[src/rtl/uart_tx_scheduler.sv]
// Round-robin scheduler sharing one UART transmit line among N_REQ byte
// sources. A winner is picked only when the line is free (IDLE) or in the
// very last cycle of a frame. Its byte is latched and sent as a 10-bit frame:
// start 0, 8 data bits LSB first, stop 1. GAP_BITS idle-high bit periods
// follow each frame.
module uart_tx_scheduler #(
  parameter int N_REQ        = 4,
  parameter int CLKS_PER_BIT = 1,
  parameter int GAP_BITS     = 1
) (
  input  logic                     i_clk,
  input  logic                     i_rst,
  input  logic [N_REQ-1:0]         i_req,
  input  logic [8*N_REQ-1:0]       i_data,
  output logic [N_REQ-1:0]         o_gnt,
  output logic                     o_tx,
  output logic                     o_busy,
  output logic [$clog2(N_REQ)-1:0] o_owner,
  output logic                     o_done
);

  localparam int OWN_W  = $clog2(N_REQ);
  localparam int TICK_W = (CLKS_PER_BIT > 1) ? $clog2(CLKS_PER_BIT) : 1;
  localparam int GAP_W  = (GAP_BITS > 1) ? $clog2(GAP_BITS) : 1;
  localparam logic [TICK_W-1:0] TICK_MAX = TICK_W'(CLKS_PER_BIT - 1);
  localparam logic [GAP_W-1:0]  GAP_MAX  = GAP_W'((GAP_BITS > 0) ? GAP_BITS - 1 : 0);
  localparam logic [OWN_W-1:0]  LAST_IDX = OWN_W'(N_REQ - 1);

  typedef enum logic [2:0] {IDLE, START, DATA, STOP, GAP} state_t;

  state_t              state, state_nxt;
  logic [TICK_W-1:0]   tick_cnt;
  logic [2:0]          bit_cnt;
  logic [GAP_W-1:0]    gap_cnt;
  logic [7:0]          shreg;
  logic [OWN_W-1:0]    rr_ptr;
  logic [OWN_W-1:0]    win_idx;
  logic [OWN_W-1:0]    scan_idx;
  logic                win_found;
  logic                tick_last;
  logic                gap_last;
  logic                arb_point;
  logic                grant;

  assign tick_last = (tick_cnt == TICK_MAX);
  assign gap_last  = (gap_cnt == GAP_MAX);
  // The line can be handed over only when free or in the last cycle of a frame.
  assign arb_point = (state == IDLE) ||
                     ((state == STOP) && tick_last && (GAP_BITS == 0)) ||
                     ((state == GAP) && tick_last && gap_last);
  assign grant     = arb_point && win_found;
  assign o_busy    = (state != IDLE);

  // Round-robin search: first pending request at or after rr_ptr, with wrap.
  always_comb begin
    win_found = 1'b0;
    win_idx   = '0;
    scan_idx  = '0;
    for (int i = 0; i < N_REQ; i++) begin
      scan_idx = OWN_W'((int'(rr_ptr) + i) % N_REQ);
      if (!win_found && i_req[scan_idx]) begin
        win_found = 1'b1;
        win_idx   = scan_idx;
      end
    end
  end

  // State register; reset aborts any frame in flight.
  always_ff @(posedge i_clk or posedge i_rst) begin
    if (i_rst) state <= IDLE;
    else       state <= state_nxt;
  end

  // Next-state sequencing through the frame, one bit period per tick wrap.
  always_comb begin
    state_nxt = state;
    case (state)
      IDLE:  if (grant) state_nxt = START;
      START: if (tick_last) state_nxt = DATA;
      DATA:  if (tick_last && (bit_cnt == 3'd7)) state_nxt = STOP;
      STOP: begin
        if (tick_last) begin
          if (GAP_BITS > 0) state_nxt = GAP;
          else if (grant)   state_nxt = START;
          else              state_nxt = IDLE;
        end
      end
      GAP: begin
        if (tick_last && gap_last) state_nxt = grant ? START : IDLE;
      end
      default: state_nxt = IDLE;
    endcase
  end

  // Counters, grant/done pulses, owner and round-robin pointer.
  always_ff @(posedge i_clk or posedge i_rst) begin
    if (i_rst) begin
      tick_cnt <= '0;
      bit_cnt  <= '0;
      gap_cnt  <= '0;
      rr_ptr   <= '0;
      o_owner  <= '0;
      o_gnt    <= '0;
      o_done   <= 1'b0;
    end else begin
      o_gnt  <= '0;
      o_done <= (state == STOP) && tick_last;
      if (state == IDLE || tick_last) tick_cnt <= '0;
      else                            tick_cnt <= tick_cnt + 1'b1;
      if (state == DATA && tick_last) bit_cnt <= bit_cnt + 1'b1;
      if (state == GAP && tick_last)  gap_cnt <= gap_last ? '0 : gap_cnt + 1'b1;
      if (grant) begin
        o_gnt   <= N_REQ'(1) << win_idx;
        o_owner <= win_idx;
        rr_ptr  <= (win_idx == LAST_IDX) ? '0 : win_idx + 1'b1;
      end
    end
  end

  // Shift register: load the winning byte, shift right after each data bit.
  always_ff @(posedge i_clk) begin
    if (grant)                      shreg <= i_data[{win_idx, 3'b000} +: 8];
    else if (state == DATA && tick_last) shreg <= {1'b0, shreg[7:1]};
  end

  // Serial line decode: low for start, LSB of shifter for data, high otherwise.
  always_comb begin
    o_tx = 1'b1;
    case (state)
      START:   o_tx = 1'b0;
      DATA:    o_tx = shreg[0];
      default: o_tx = 1'b1;
    endcase
  end

endmodule

[config.mk]
export PLATFORM = sky130hd
export DESIGN_NAME = uart_tx_scheduler
export DESIGN_NICKNAME = d
export VERILOG_FILES = /design/src/rtl/uart_tx_scheduler.sv
export SDC_FILE = /design/constraint.sdc
export NUM_CORES = 1
export LEC_CHECK = 0
export CELL_PAD_IN_SITES_DETAIL_PLACEMENT = 0
export CELL_PAD_IN_SITES_GLOBAL_PLACEMENT = 1
export CORE_UTILIZATION = 38
export CTS_BUF_LIST = sky130_fd_sc_hd__clkbuf_8
export DETAILED_ROUTE_END_ITERATION = 6
export PLACE_DENSITY_LB_ADDON = 0.1
export SLEW_MARGIN = 0
export SYNTH_ARGS = -nofsm -noshare
export SYNTH_HDL_FRONTEND = slang
export SYNTH_SLANG_ARGS = --single-unit
[constraint.sdc]
create_clock -name i_clk -period 3.13 [get_ports i_clk]
set_clock_uncertainty 0.2 [all_clocks]
set_input_delay 0.7825 -clock i_clk [delete_from_list [all_inputs] [get_ports i_clk]]
set_output_delay 0.7825 -clock i_clk [all_outputs]
set_load 0.01 [all_outputs]
### Word level (Yosys, flattened, before mapping)

Cells that the tools add are included.

* divide/modulo/power cells: 0
* equal/unequal tests: 11
* bitwise logic cells: 2
* add/sub/neg operators: 7
* shifts and indexed selects: 2
* multiply operators: 0
* mux-type cells: 30
* reduce and logical (&&, ||, !) cells: 19
* order comparisons: 4

Operators by type and width (count)
* 32-bit by 6-bit indexed part select with 8-bit output: 1
* 8-bit 2-to-1 mux: 2
* 3-bit 2-to-1 mux: 5
* 3-bit case mux with 5 select lines: 1
* 2-bit by 3-bit < comparator with 1-bit output, second input constant: 4
* 1-bit 2-to-1 mux: 11
* 1-bit logical AND: 10
* 2-bit 2-to-1 mux: 5
* 1-bit binary-select mux with 2-bit select: 4
* 2-bit != test, second input constant: 4
* 3-bit by 2-bit equality test with 1-bit output, second input constant: 2
* 3-bit equality test, second input constant: 2
* 5-bit AND reduction: 1
* 2-bit by 1-bit adder with 2-bit output, second input constant: 2
* 2-bit adder, second input constant: 2
* 4-bit 2-to-1 mux: 1
* 1-bit by 2-bit left shift with 4-bit output, first input constant: 1
* 3-bit by 1-bit adder with 3-bit output, second input constant: 1
* 3-bit by 1-bit equality test with 1-bit output, second input constant: 1
* 1-bit logical NOT: 3
* 3-bit logical NOT: 1
* 3-bit nonzero test: 1
* 1-bit adder, second input constant: 2
* 2-bit equality test, second input constant: 1
* 5 further kinds: 7

* register bits: 25
* logic and storage cells: 84
* ROM bits: 0
* latch bits: 0
* memory bits (writable): 0
* memories kept: 0
* input port bits: 38

### Longest topological paths before layout

Gate-level depths: netlist (run 1).

* depth after elaboration: 16
* depth in mapped cells: 9
* gate-level depth less buffers: 7

### Worst setup path after synthesis (run 1)

Ideal clock, no wire load.

* kind: input to register
* start: input i_req[3]
* end: register shreg[3], data pin
* arrival time: 1.782 ns
* path slack: 0.874 ns
* stages: 6
* buffers on the path: 0
* required time: 2.656 ns
* path through: nand2b_1 a211o_1 o21ai_0 inv_1 nand2_1 o221ai_1

* cells in the longest elaborated chain, start to end: 14
* elaborated cells between the ends (all ways): 25

RTL lines
* from (decl): line 13 `input logic [N_REQ-1:0] i_req,`
* 1-bit binary-select mux with 2-bit select: line 61 `if (!win_found && i_req[scan_idx]) begin`
* 1-bit 2-to-1 mux (not written as such): line 61
* 1-bit 2-to-1 mux: line 61
* 1-bit logical NOT: line 61
* 1-bit logical AND: line 61
* 1-bit 2-to-1 mux: line 61
* 1-bit logical NOT: line 61
* 1-bit logical AND: line 61
* 1-bit 2-to-1 mux: line 61
* 1-bit logical NOT: line 61
* 1-bit logical AND: line 61
* 2-bit 2-to-1 mux (*): line 61
* via win_idx[1]: line 37 `logic [OWN_W-1:0] win_idx;`
* 32-bit by 6-bit indexed part select with 8-bit output (*): line 122 `if (grant) shreg <= i_data[{win_idx, 3'b000} +: 8];`
* 8-bit 2-to-1 mux (*): line 122
* to (signal assigned): line 122
* to (signal assigned): line 123 `else if (state == DATA && tick_last) shreg <= {1'b0, shreg[7:1]};`
* to (decl): line 35 `logic [7:0] shreg;`

Mark *: on every way through the listed nets, which the timed path passes. The rest lies on a longest branch. The select of a mux whose other input is x is not followed.
A chain may end at the register's enable or synchronous reset.

### Worst setup path in the final report (run 1)

* start: input i_req[1]
* end: register shreg[3], data pin

* cells in the longest elaborated chain, start to end: 14
* elaborated cells between the ends (all ways): 25

RTL lines (line)
* 1-bit binary-select mux with 2-bit select: 61
* 1-bit 2-to-1 mux (not written as such): 61
* 1-bit 2-to-1 mux: 61
* 1-bit logical NOT: 61
* 1-bit logical AND: 61
* 1-bit 2-to-1 mux: 61
* 1-bit logical NOT: 61
* 1-bit logical AND: 61
* 1-bit 2-to-1 mux: 61
* 1-bit logical NOT: 61
* 1-bit logical AND: 61
* 2-bit 2-to-1 mux / 1-bit 2-to-1 mux (equally long branches): 61
* 32-bit by 6-bit indexed part select with 8-bit output / 1-bit logical AND (equally long branches): 122, 51
* 8-bit 2-to-1 mux (*): 122

Mark *: on every way between the ends. The rest lies on a longest branch, timed or not. The select of a mux whose other input is x is not followed.

==> run_summary.xml, run 1 <==
<?xml version="1.0" encoding="UTF-8"?>
<metrics>
  <group name="worst_setup_path">
    <metric name="worstPathArrival" unit="ns">2.38</metric>
    <metric name="path_type_of_the_worst_setup_path" unit="">in2reg</metric>
    <metric name="endpoint_kind" unit="">register</metric>
    <metric name="worstPathMaxFanout" unit="">9</metric>
    <metric name="r2r_setup_slack" unit="ns">1.10</metric>
    <metric name="worst_setup_path_startpoint" unit="">i_req[1]</metric>
    <metric name="r2r-end" unit="">shreg[4]$_DFFE_PP_</metric>
    <metric name="cp.required" unit="ns">2.93</metric>
    <metric name="rr_worst_depth" unit="">6</metric>
    <metric name="critical_path.startpoint_type" unit="">input pin</metric>
    <metric name="worstReg2RegStart" unit="">rr_ptr[1]$_DFFE_PP0N_</metric>
  </group>
  <group name="drt">
    <metric name="detail_route.vias_per_cell" unit="">4.93</metric>
    <metric name="antenna_left" unit="">0</metric>
    <metric name="routed-via-count" unit="">1065</metric>
    <metric name="drt_pre_antenna_iters" unit="">4</metric>
    <metric name="drt-initial-drc-count" unit="">42</metric>
    <metric name="wl" unit="mm">2.56</metric>
    <metric name="remaining_drc_errors" unit="">0</metric>
    <metric name="post_drt_wl_per_cell" unit="um">11.8</metric>
  </group>
  <group name="clock_network">
    <metric name="number_of_gates_resized_after_cts" unit="">0</metric>
    <metric name="clock-sinks" unit="">24</metric>
    <metric name="cts.clk_slew.worst_paths" unit="ns">0.09</metric>
    <metric name="ctsLongestPathBuffers" unit="">2</metric>
    <metric name="worstSkewPairLatency" unit="ns">0.26</metric>
    <metric name="cts_setup_buffers" unit="">0</metric>
    <metric name="cts_tree" unit="">done</metric>
    <metric name="htreeDepth" unit="">1</metric>
    <metric name="clock_tree.root_cell" unit="">sky130_fd_sc_hd__clkbuf_8</metric>
    <metric name="cts_hold_buf" unit="">0</metric>
    <metric name="tritoncts.num_buffers" unit="">3</metric>
  </group>
  <group name="placed_design">
    <metric name="buffer_ports.inserted" unit="">46</metric>
    <metric name="pre_cts_ws" unit="ns">0.240</metric>
    <metric name="gp_congestion" unit="">0.736</metric>
    <metric name="detailed_place_hpwl" unit="mm">2.01</metric>
    <metric name="post_dp_cell_area" unit="sq um">1840</metric>
  </group>
  <group name="layout">
    <metric name="areaGrowthSynthToFinish" unit="%">43.8</metric>
    <metric name="multi_input_area" unit="sq um">632</metric>
    <metric name="share_of_final_layout_standard_cells_stronger_than_drive_strength_1" unit="">0.0647</metric>
    <metric name="final_net_count" unit="">215</metric>
    <metric name="nFillCells" unit="">311</metric>
    <metric name="final_design_area_no_fill" unit="sq um">1910</metric>
    <metric name="utilization" unit="">0.571</metric>
    <metric name="ff_latch_area" unit="sq um">641</metric>
    <metric name="diodes" unit="">0</metric>
  </group>
  <group name="logic_synthesis">
    <metric name="synth_compound_gate_area_share" unit="">0.103</metric>
    <metric name="synth_top_family_by_area" unit="">simple AND/OR/NAND/NOR gates</metric>
    <metric name="ys_top_cells_by_area" unit="">sky130_fd_sc_hd__dfrtp_1 (30%), sky130_fd_sc_hd__edfxtp_1 (18%), sky130_fd_sc_hd__mux2i_1 (13%), sky130_fd_sc_hd__ha_1 (5.7%), sky130_fd_sc_hd__nand2_1 (5.4%)</metric>
    <metric name="synthDominantAreaCellType" unit="">sky130_fd_sc_hd__dfrtp_1</metric>
    <metric name="yosysSeqAreaShare" unit="">0.483</metric>
    <metric name="yosys.area_share.simple" unit="">0.156</metric>
    <metric name="ys_ff_latch" unit="">24</metric>
    <metric name="synth_top_area_share" unit="">0.302</metric>
    <metric name="mean_area_per_synthesized_cell" unit="sq um">11.0</metric>
    <metric name="netlist_area" unit="sq um">1330</metric>
    <metric name="synthesis.yosys.warnings" unit="">0</metric>
    <metric name="synthXorXnorAreaFrac" unit="">0.0132</metric>
    <metric name="yosys.area_share.adder" unit="">0.0566</metric>
    <metric name="yosys-mux-area-fraction" unit="">0.145</metric>
    <metric name="ys_types" unit="">34</metric>
    <metric name="netlist_instances" unit="">121</metric>
    <metric name="synth.net_count" unit="">165</metric>
  </group>
  <group name="hold_path">
    <metric name="worst_hold_path.num_cells" unit="">1</metric>
    <metric name="worstHoldPathType" unit="">reg2reg</metric>
    <metric name="worst_hold_startpoint" unit="">bit_cnt[0]$_DFFE_PP0P_</metric>
    <metric name="worst_hold_path.endpoint" unit="">bit_cnt[0]$_DFFE_PP0P_</metric>
  </group>
  <group name="die">
    <metric name="fp.dieW" unit="um">61.1</metric>
    <metric name="fp.dieH" unit="um">61.1</metric>
    <metric name="core.rowCount" unit="">21</metric>
    <metric name="core_area" unit="sq um">3340</metric>
    <metric name="io-pin-count" unit="">47</metric>
    <metric name="initial_core_util" unit="">0.397</metric>
    <metric name="die_area" unit="sq um">3730</metric>
  </group>
  <group name="sta">
    <metric name="achievable_freq" unit="MHz">387</metric>
    <metric name="min_period_over_period" unit="">0.826</metric>
    <metric name="hold_ws" unit="ns">0.278</metric>
    <metric name="rsz0062_at_grt" unit="">no</metric>
    <metric name="postLayoutSetupSlackWorst" unit="ns">0.546</metric>
    <metric name="timing_max_transition_violations_final" unit="">0</metric>
    <metric name="max_slew_margin" unit="">0.609</metric>
    <metric name="worst_margin_pin_slew" unit="ns">0.586</metric>
    <metric name="finalWorstPathRequiredPeriod" unit="ns">2.58</metric>
    <metric name="final-hold-violation-count" unit="">0</metric>
    <metric name="finalSetupViolCount" unit="">0</metric>
    <metric name="final_tns_setup" unit="ns">0</metric>
  </group>
  <group name="global_route">
    <metric name="grt_pass1_vias" unit="">982</metric>
    <metric name="global_route.usage.total" unit="">0.153</metric>
    <metric name="grt_overflow" unit="">0</metric>
    <metric name="grt_start_max_net_pins" unit="">21</metric>
    <metric name="grt_first_pass_wirelength" unit="mm">4.17</metric>
    <metric name="grt_antenna_before_repair" unit="">0</metric>
  </group>
  <group name="pwr">
    <metric name="vdd.ir_drop.worst" unit="V">0.000314</metric>
    <metric name="leakagePower" unit="nW">0.863</metric>
    <metric name="power_density" unit="nW/um^2">803</metric>
  </group>
  <group name="run">
    <metric name="timing.max_cap.violations" unit="">0</metric>
  </group>
  <group name="status">
    <metric name="run_status" unit="">finished clean</metric>
  </group>
</metrics>
[cell usage after synthesis (all sizes together)]
master,n
nand2,19
o22ai,1
a21oi,1
dfrtp,16
nor4,1
nor2,5
nor3,1
and2,4
edfxtp,8
mux2i,17
or3,1
conb,1
o221ai,7
o21ai,3
nor2b,1
a31oi,1
nor3b,2
nand2b,6
mux2,2
xnor2,1
o22a,1
inv,4
a31o,1
ha,6
clkbuf,2
xor2,1
and3b,1
a211o,2
o31ai,1
or2,1
buf,3
[critical path, cell delays in order]
cell	delay, ns
sky130_fd_sc_hd__clkdlybuf4s50_1	0.46
sky130_fd_sc_hd__nor4_1	0.42
sky130_fd_sc_hd__buf_4	0.20
sky130_fd_sc_hd__nor2_1	0.09
sky130_fd_sc_hd__nand2_1	0.25
sky130_fd_sc_hd__o221ai_1	0.17
[power breakdown]
part | internal (mW) | switching [mW] | total [mW] | leakage (nW)
logic | 0.355 | 0.327 | 0.682 | 0.547
clock network | 0.171 | 0.0969 | 0.268 | 0.0357
registers | 0.498 | 0.0838 | 0.581 | 0.280
[how the worst max path moves through the flow]
stage / endpoint / depth (start not counted)
CTS: shreg[0]$_DFFE_PP_ / 6
detailed placement: shreg[0]$_DFFE_PP_ / 6
floorplan: shreg[3]$_DFFE_PP_ / 6
finish: shreg[3]$_DFFE_PP_ / 6
global placement: shreg[0]$_DFFE_PP_ / 6
global route: o_tx / 4
[registers in the layout, summed over array words and instances (netlist names)]
name,count
o_gnt,4
bit_cnt,3
shreg,8
state,3
rr_ptr,2
o_done,1
tick_cnt,1
o_owner,2
[through the flow]
step	std cells	power, mW
final	216	1.53
after global routing	216	1.66
after CTS	216	1.55
after detailed placement	212	1.28
after global placement	212	1.26
after floorplan	121	1.05
[cell families after synthesis]
group,after synthesis
simple gates,42
flops,24
mux,19
compound gates,18
buf+inv,9
fa+ha+maj,6
xor+xnor,2
other cells,1
[metal layers]
metal / vias up / track usage / wire length (um) / share of wire
li1: 530 / - / - / -
met1: 505 / 0.203 / 1140 / 0.45
met4: 0 / 0.0584 / 23 / 0.0090
met5: - / 0 / 0 / 0
met2: 28 / 0.253 / 1290 / 0.51
met3: 2 / 0.0252 / 99 / 0.039
[cell usage in the layout, fill, tap and decap left out, types with 2 or more instances in the layout]
master,netlist,final
sky130_fd_sc_hd__clkdlybuf4s50_1,0,46
sky130_fd_sc_hd__nand2_1,19,19
sky130_fd_sc_hd__mux2i_1,17,17
sky130_fd_sc_hd__dfrtp_1,16,16
sky130_fd_sc_hd__edfxtp_1,8,8
sky130_fd_sc_hd__o221ai_1,7,7
sky130_fd_sc_hd__nand2b_1,6,6
sky130_fd_sc_hd__ha_1,6,6
sky130_fd_sc_hd__nor2_1,5,5
sky130_fd_sc_hd__inv_1,4,4
sky130_fd_sc_hd__and2_1,4,4
sky130_fd_sc_hd__buf_4,0,4
sky130_fd_sc_hd__clkbuf_8,0,3
sky130_fd_sc_hd__mux2_2,2,2
sky130_fd_sc_hd__nor3b_1,2,2
sky130_fd_sc_hd__a211o_1,2,2
sky130_fd_sc_hd__o21ai_0,2,2
[cell type report]
type / count / share of cell area
clock buffer: 3 / 0.0217
clock inverter: 1 / 0.0157
inverter: 4 / 0.00787
multi-input combinational: 88 / 0.331
sequential: 24 / 0.336
tap: 46 / 0.0302
timing repair buffer: 50 / 0.257
No activity file was read; power rests on OpenSTA's default activity.
==> run 2, diff against run 1 <==
CORE_UTILIZATION = 31   (was 38)
clock period = 2.16 ns   (was 3.13 ns; I/O delays follow)
==> run 2 against run 1 <==
Net effect:
- die area rose by 22%
- first-iteration DRC count decreased by 45%
- register-to-register slack got worse by 0.89 ns
- setup slack got worse by 0.49 ns
- combinational power rose by 73%
- sequential cell count unchanged
- hold slack better by 0.00088 ns
- total power rose by 49%
- sequential share of layout area decreased by 1.8 points
- final area grew 5.9%
- sequential power rose by 44%
- critical endpoint is now o_busy
==> run_summary.xml, run 2 (synthesized netlist as in run 1, its figures left out) <==
<?xml version="1.0" encoding="UTF-8"?>
<metrics>
  <group name="die">
    <metric name="fp.dieW" unit="um">67.4</metric>
    <metric name="die_area" unit="sq um">4540</metric>
    <metric name="core_area" unit="sq um">4060</metric>
    <metric name="fp.dieH" unit="um">67.4</metric>
    <metric name="initial_core_util" unit="">0.327</metric>
    <metric name="core.rowCount" unit="">23</metric>
    <metric name="io-pin-count" unit="">47</metric>
  </group>
  <group name="worst_setup_path">
    <metric name="path_type_of_the_worst_setup_path" unit="">reg2out</metric>
    <metric name="r2r_setup_slack" unit="ns">0.21</metric>
    <metric name="cp.required" unit="ns">1.42</metric>
    <metric name="r2r-end" unit="">rr_ptr[0]$_DFFE_PP0N_</metric>
    <metric name="max_stage_delay" unit="ns">0.46</metric>
    <metric name="worstPathArrival" unit="ns">1.37</metric>
    <metric name="timing.critical_path.to" unit="">o_busy</metric>
    <metric name="worstReg2RegStart" unit="">rr_ptr[1]$_DFFE_PP0N_</metric>
    <metric name="critical_path.startpoint_type" unit="">register</metric>
    <metric name="worstPathCellList" unit="">or3_1 &gt; dlygate4sd2_1</metric>
    <metric name="worst_path_max_delay_cell" unit="">sky130_fd_sc_hd__dfrtp_2</metric>
    <metric name="endpoint_kind" unit="">primary output</metric>
    <metric name="rr_worst_depth" unit="">7</metric>
    <metric name="worstPathMaxFanout" unit="">5</metric>
    <metric name="worst_setup_path_startpoint" unit="">state[1]$_DFFE_PP0P_</metric>
  </group>
  <group name="drt">
    <metric name="detail_route.vias_per_cell" unit="">4.87</metric>
    <metric name="post_drt_wl_per_cell" unit="um">12.7</metric>
    <metric name="drt-initial-drc-count" unit="">23</metric>
    <metric name="drt_pre_antenna_iters" unit="">4</metric>
    <metric name="remaining_drc_errors" unit="">0</metric>
    <metric name="routed-via-count" unit="">1121</metric>
    <metric name="wl" unit="mm">2.92</metric>
    <metric name="antenna_left" unit="">0</metric>
  </group>
  <group name="placed_design">
    <metric name="placedCellCount" unit="">225</metric>
    <metric name="detailed_place_hpwl" unit="mm">2.27</metric>
    <metric name="buffer_ports.inserted" unit="">46</metric>
    <metric name="pre_cts_ws" unit="ns">-0.458</metric>
    <metric name="gp_congestion" unit="">0.825</metric>
  </group>
  <group name="global_route">
    <metric name="grt_overflow" unit="">0</metric>
    <metric name="grt_pass1_vias" unit="">993</metric>
    <metric name="grt_start_max_net_pins" unit="">21</metric>
    <metric name="global_route.usage.total" unit="">0.133</metric>
    <metric name="grt_antenna_before_repair" unit="">0</metric>
    <metric name="grt_first_pass_wirelength" unit="mm">4.41</metric>
  </group>
  <group name="layout">
    <metric name="top_register_by_number_of_flip_flops" unit="">shreg</metric>
    <metric name="biggestRegsByFlops" unit="">shreg: 8 flops, o_gnt: 4 flops</metric>
    <metric name="nFillCells" unit="">371</metric>
    <metric name="multi_input_area" unit="sq um">668</metric>
    <metric name="largest_register_ff_count" unit="">8</metric>
    <metric name="mostFrequentLayoutCell" unit="">sky130_fd_sc_hd__clkdlybuf4s50_1</metric>
    <metric name="finish.cell_count_without_fillers" unit="">230</metric>
    <metric name="share_of_final_layout_standard_cells_stronger_than_drive_strength_1" unit="">0.150</metric>
    <metric name="ff_latch_area" unit="sq um">642</metric>
    <metric name="most-common-layout-cells" unit="">sky130_fd_sc_hd__clkdlybuf4s50_1 (40), sky130_fd_sc_hd__nand2_1 (17), sky130_fd_sc_hd__mux2i_1 (17)</metric>
    <metric name="final_net_count" unit="">225</metric>
    <metric name="diodes" unit="">0</metric>
    <metric name="areaGrowthSynthToFinish" unit="%">52.3</metric>
  </group>
  <group name="pwr">
    <metric name="power_frac_clock" unit="">0.115</metric>
    <metric name="pwr-share-comb" unit="">0.518</metric>
    <metric name="cellInternalPower" unit="mW">1.48</metric>
    <metric name="swShare" unit="">0.350</metric>
    <metric name="leakagePower" unit="nW">0.929</metric>
    <metric name="p_sw" unit="uW">799</metric>
    <metric name="power.share.sequential" unit="">0.367</metric>
    <metric name="power_density" unit="nW/um^2">1130</metric>
    <metric name="vdd.ir_drop.worst" unit="V">0.000525</metric>
  </group>
  <group name="clock_network">
    <metric name="cts.clk_slew.worst_paths" unit="ns">0.08</metric>
    <metric name="ctsLongestPathBuffers" unit="">2</metric>
    <metric name="tritoncts.num_buffers" unit="">3</metric>
    <metric name="clock-sinks" unit="">24</metric>
    <metric name="clock_tree.root_cell" unit="">sky130_fd_sc_hd__clkbuf_8</metric>
    <metric name="worstSkewPairLatency" unit="ns">0.26</metric>
    <metric name="htreeDepth" unit="">1</metric>
    <metric name="cts_tree" unit="">done</metric>
  </group>
  <group name="sta">
    <metric name="final-hold-violation-count" unit="">0</metric>
    <metric name="min_period_over_period" unit="">0.975</metric>
    <metric name="finalWorstPathRequiredPeriod" unit="ns">2.11</metric>
    <metric name="finalSetupViolCount" unit="">0</metric>
    <metric name="timing_max_transition_violations_final" unit="">0</metric>
    <metric name="max_slew_margin" unit="">0.603</metric>
    <metric name="postLayoutSetupSlackWorst" unit="ns">0.0532</metric>
    <metric name="worst_margin_pin_slew" unit="ns">0.595</metric>
    <metric name="achievable_freq" unit="MHz">475</metric>
  </group>
  <group name="hold_path">
    <metric name="worstHoldPathType" unit="">reg2reg</metric>
  </group>
  <group name="status">
    <metric name="run_status" unit="">finished clean</metric>
  </group>
  <group name="run">
    <metric name="timing.max_cap.violations" unit="">0</metric>
  </group>
</metrics>
-- run 2: changes by cell type in the layout (fill, tap and decap cells not counted), moves of 2 or more --
cell | before | now
sky130_fd_sc_hd__buf_4 | 4 | 11
sky130_fd_sc_hd__dlygate4sd2_1 | 0 | 6
sky130_fd_sc_hd__o21ai_0 | 2 | 0
sky130_fd_sc_hd__clkdlybuf4s50_1 | 46 | 40
sky130_fd_sc_hd__nand2_2 | 0 | 2
sky130_fd_sc_hd__buf_12 | 0 | 2
sky130_fd_sc_hd__nand2_1 | 19 | 17
-- run 2: stage by stage --
stage          utilization  setup TNS, ns  cell area, sq um  total power [mW]  hold WS, ns
3_5_place_dp         0.476          -8.41              1930              2.00        0.267
4_1_cts              0.495              0              2010              2.29        0.282
2_1_floorplan            -              0              1330              1.52        0.248
3_3_place_gp         0.476          -8.05              1930              1.95        0.261
6_report             0.498              0              2020              2.28        0.279
5_1_grt              0.498        -0.0160              2020              2.46        0.290
-- run 2: power groups by stage --
stage	Combinational, mW	Sequential (mW)	Clock, mW
floorplan	0.689	0.829	0
global placement	1.11	0.842	0
detailed placement	1.15	0.847	0
CTS	1.18	0.833	0.274
global route	1.31	0.857	0.292
finish	1.18	0.837	0.263
-- run 2: worst min-delay path by stage --
| stage | startpoint | end | slack [ns] | cells past startpoint |
|---|---|---|---|---|
| 3_3_place_gp | bit_cnt[0]$_DFFE_PP0P_ | bit_cnt[0]$_DFFE_PP0P_ | 0.26 | 1 |
| 5_1_grt | bit_cnt[0]$_DFFE_PP0P_ | bit_cnt[0]$_DFFE_PP0P_ | 0.29 | 1 |
| 3_5_place_dp | bit_cnt[0]$_DFFE_PP0P_ | bit_cnt[0]$_DFFE_PP0P_ | 0.27 | 1 |
| 2_1_floorplan | i_rst | bit_cnt[0]$_DFFE_PP0P_ | 0.25 | 1 |
| 6_report | bit_cnt[0]$_DFFE_PP0P_ | bit_cnt[0]$_DFFE_PP0P_ | 0.28 | 1 |
| 4_1_cts | bit_cnt[0]$_DFFE_PP0P_ | bit_cnt[0]$_DFFE_PP0P_ | 0.28 | 1 |
-- run 2: critical path: cells and delay by family (launching register included) --
kind	cells	cell delay [ns]
buf+inv	1	0.29
flops	1	0.46
simple gates	1	0.36
-- run 2: what timing repair did --
item                       4_1_cts  5_1_grt
setup buffers                    1        0
gates resized for setup         14        3
setup endpoints to repair       23        2
hold buffers                     0        0
-- run 2: final cells by class --
type                    count  share of cell area
inverters                   4             0.00743
clock inverters             1             0.00186
well taps                  50              0.0310
clock buffers               3              0.0204
multi-input cells          88               0.331
repair buffers             60               0.291
flip-flops and latches     24               0.318
-- run 2: per-layer routing --
metal  vias up  GRT usage  part of all wire
met3         2     0.0355             0.049
li1        556          -                 -
met2        30      0.243              0.53
met4         0     0.0319            0.0065
met5         -          0                 0
met1       533      0.151              0.41
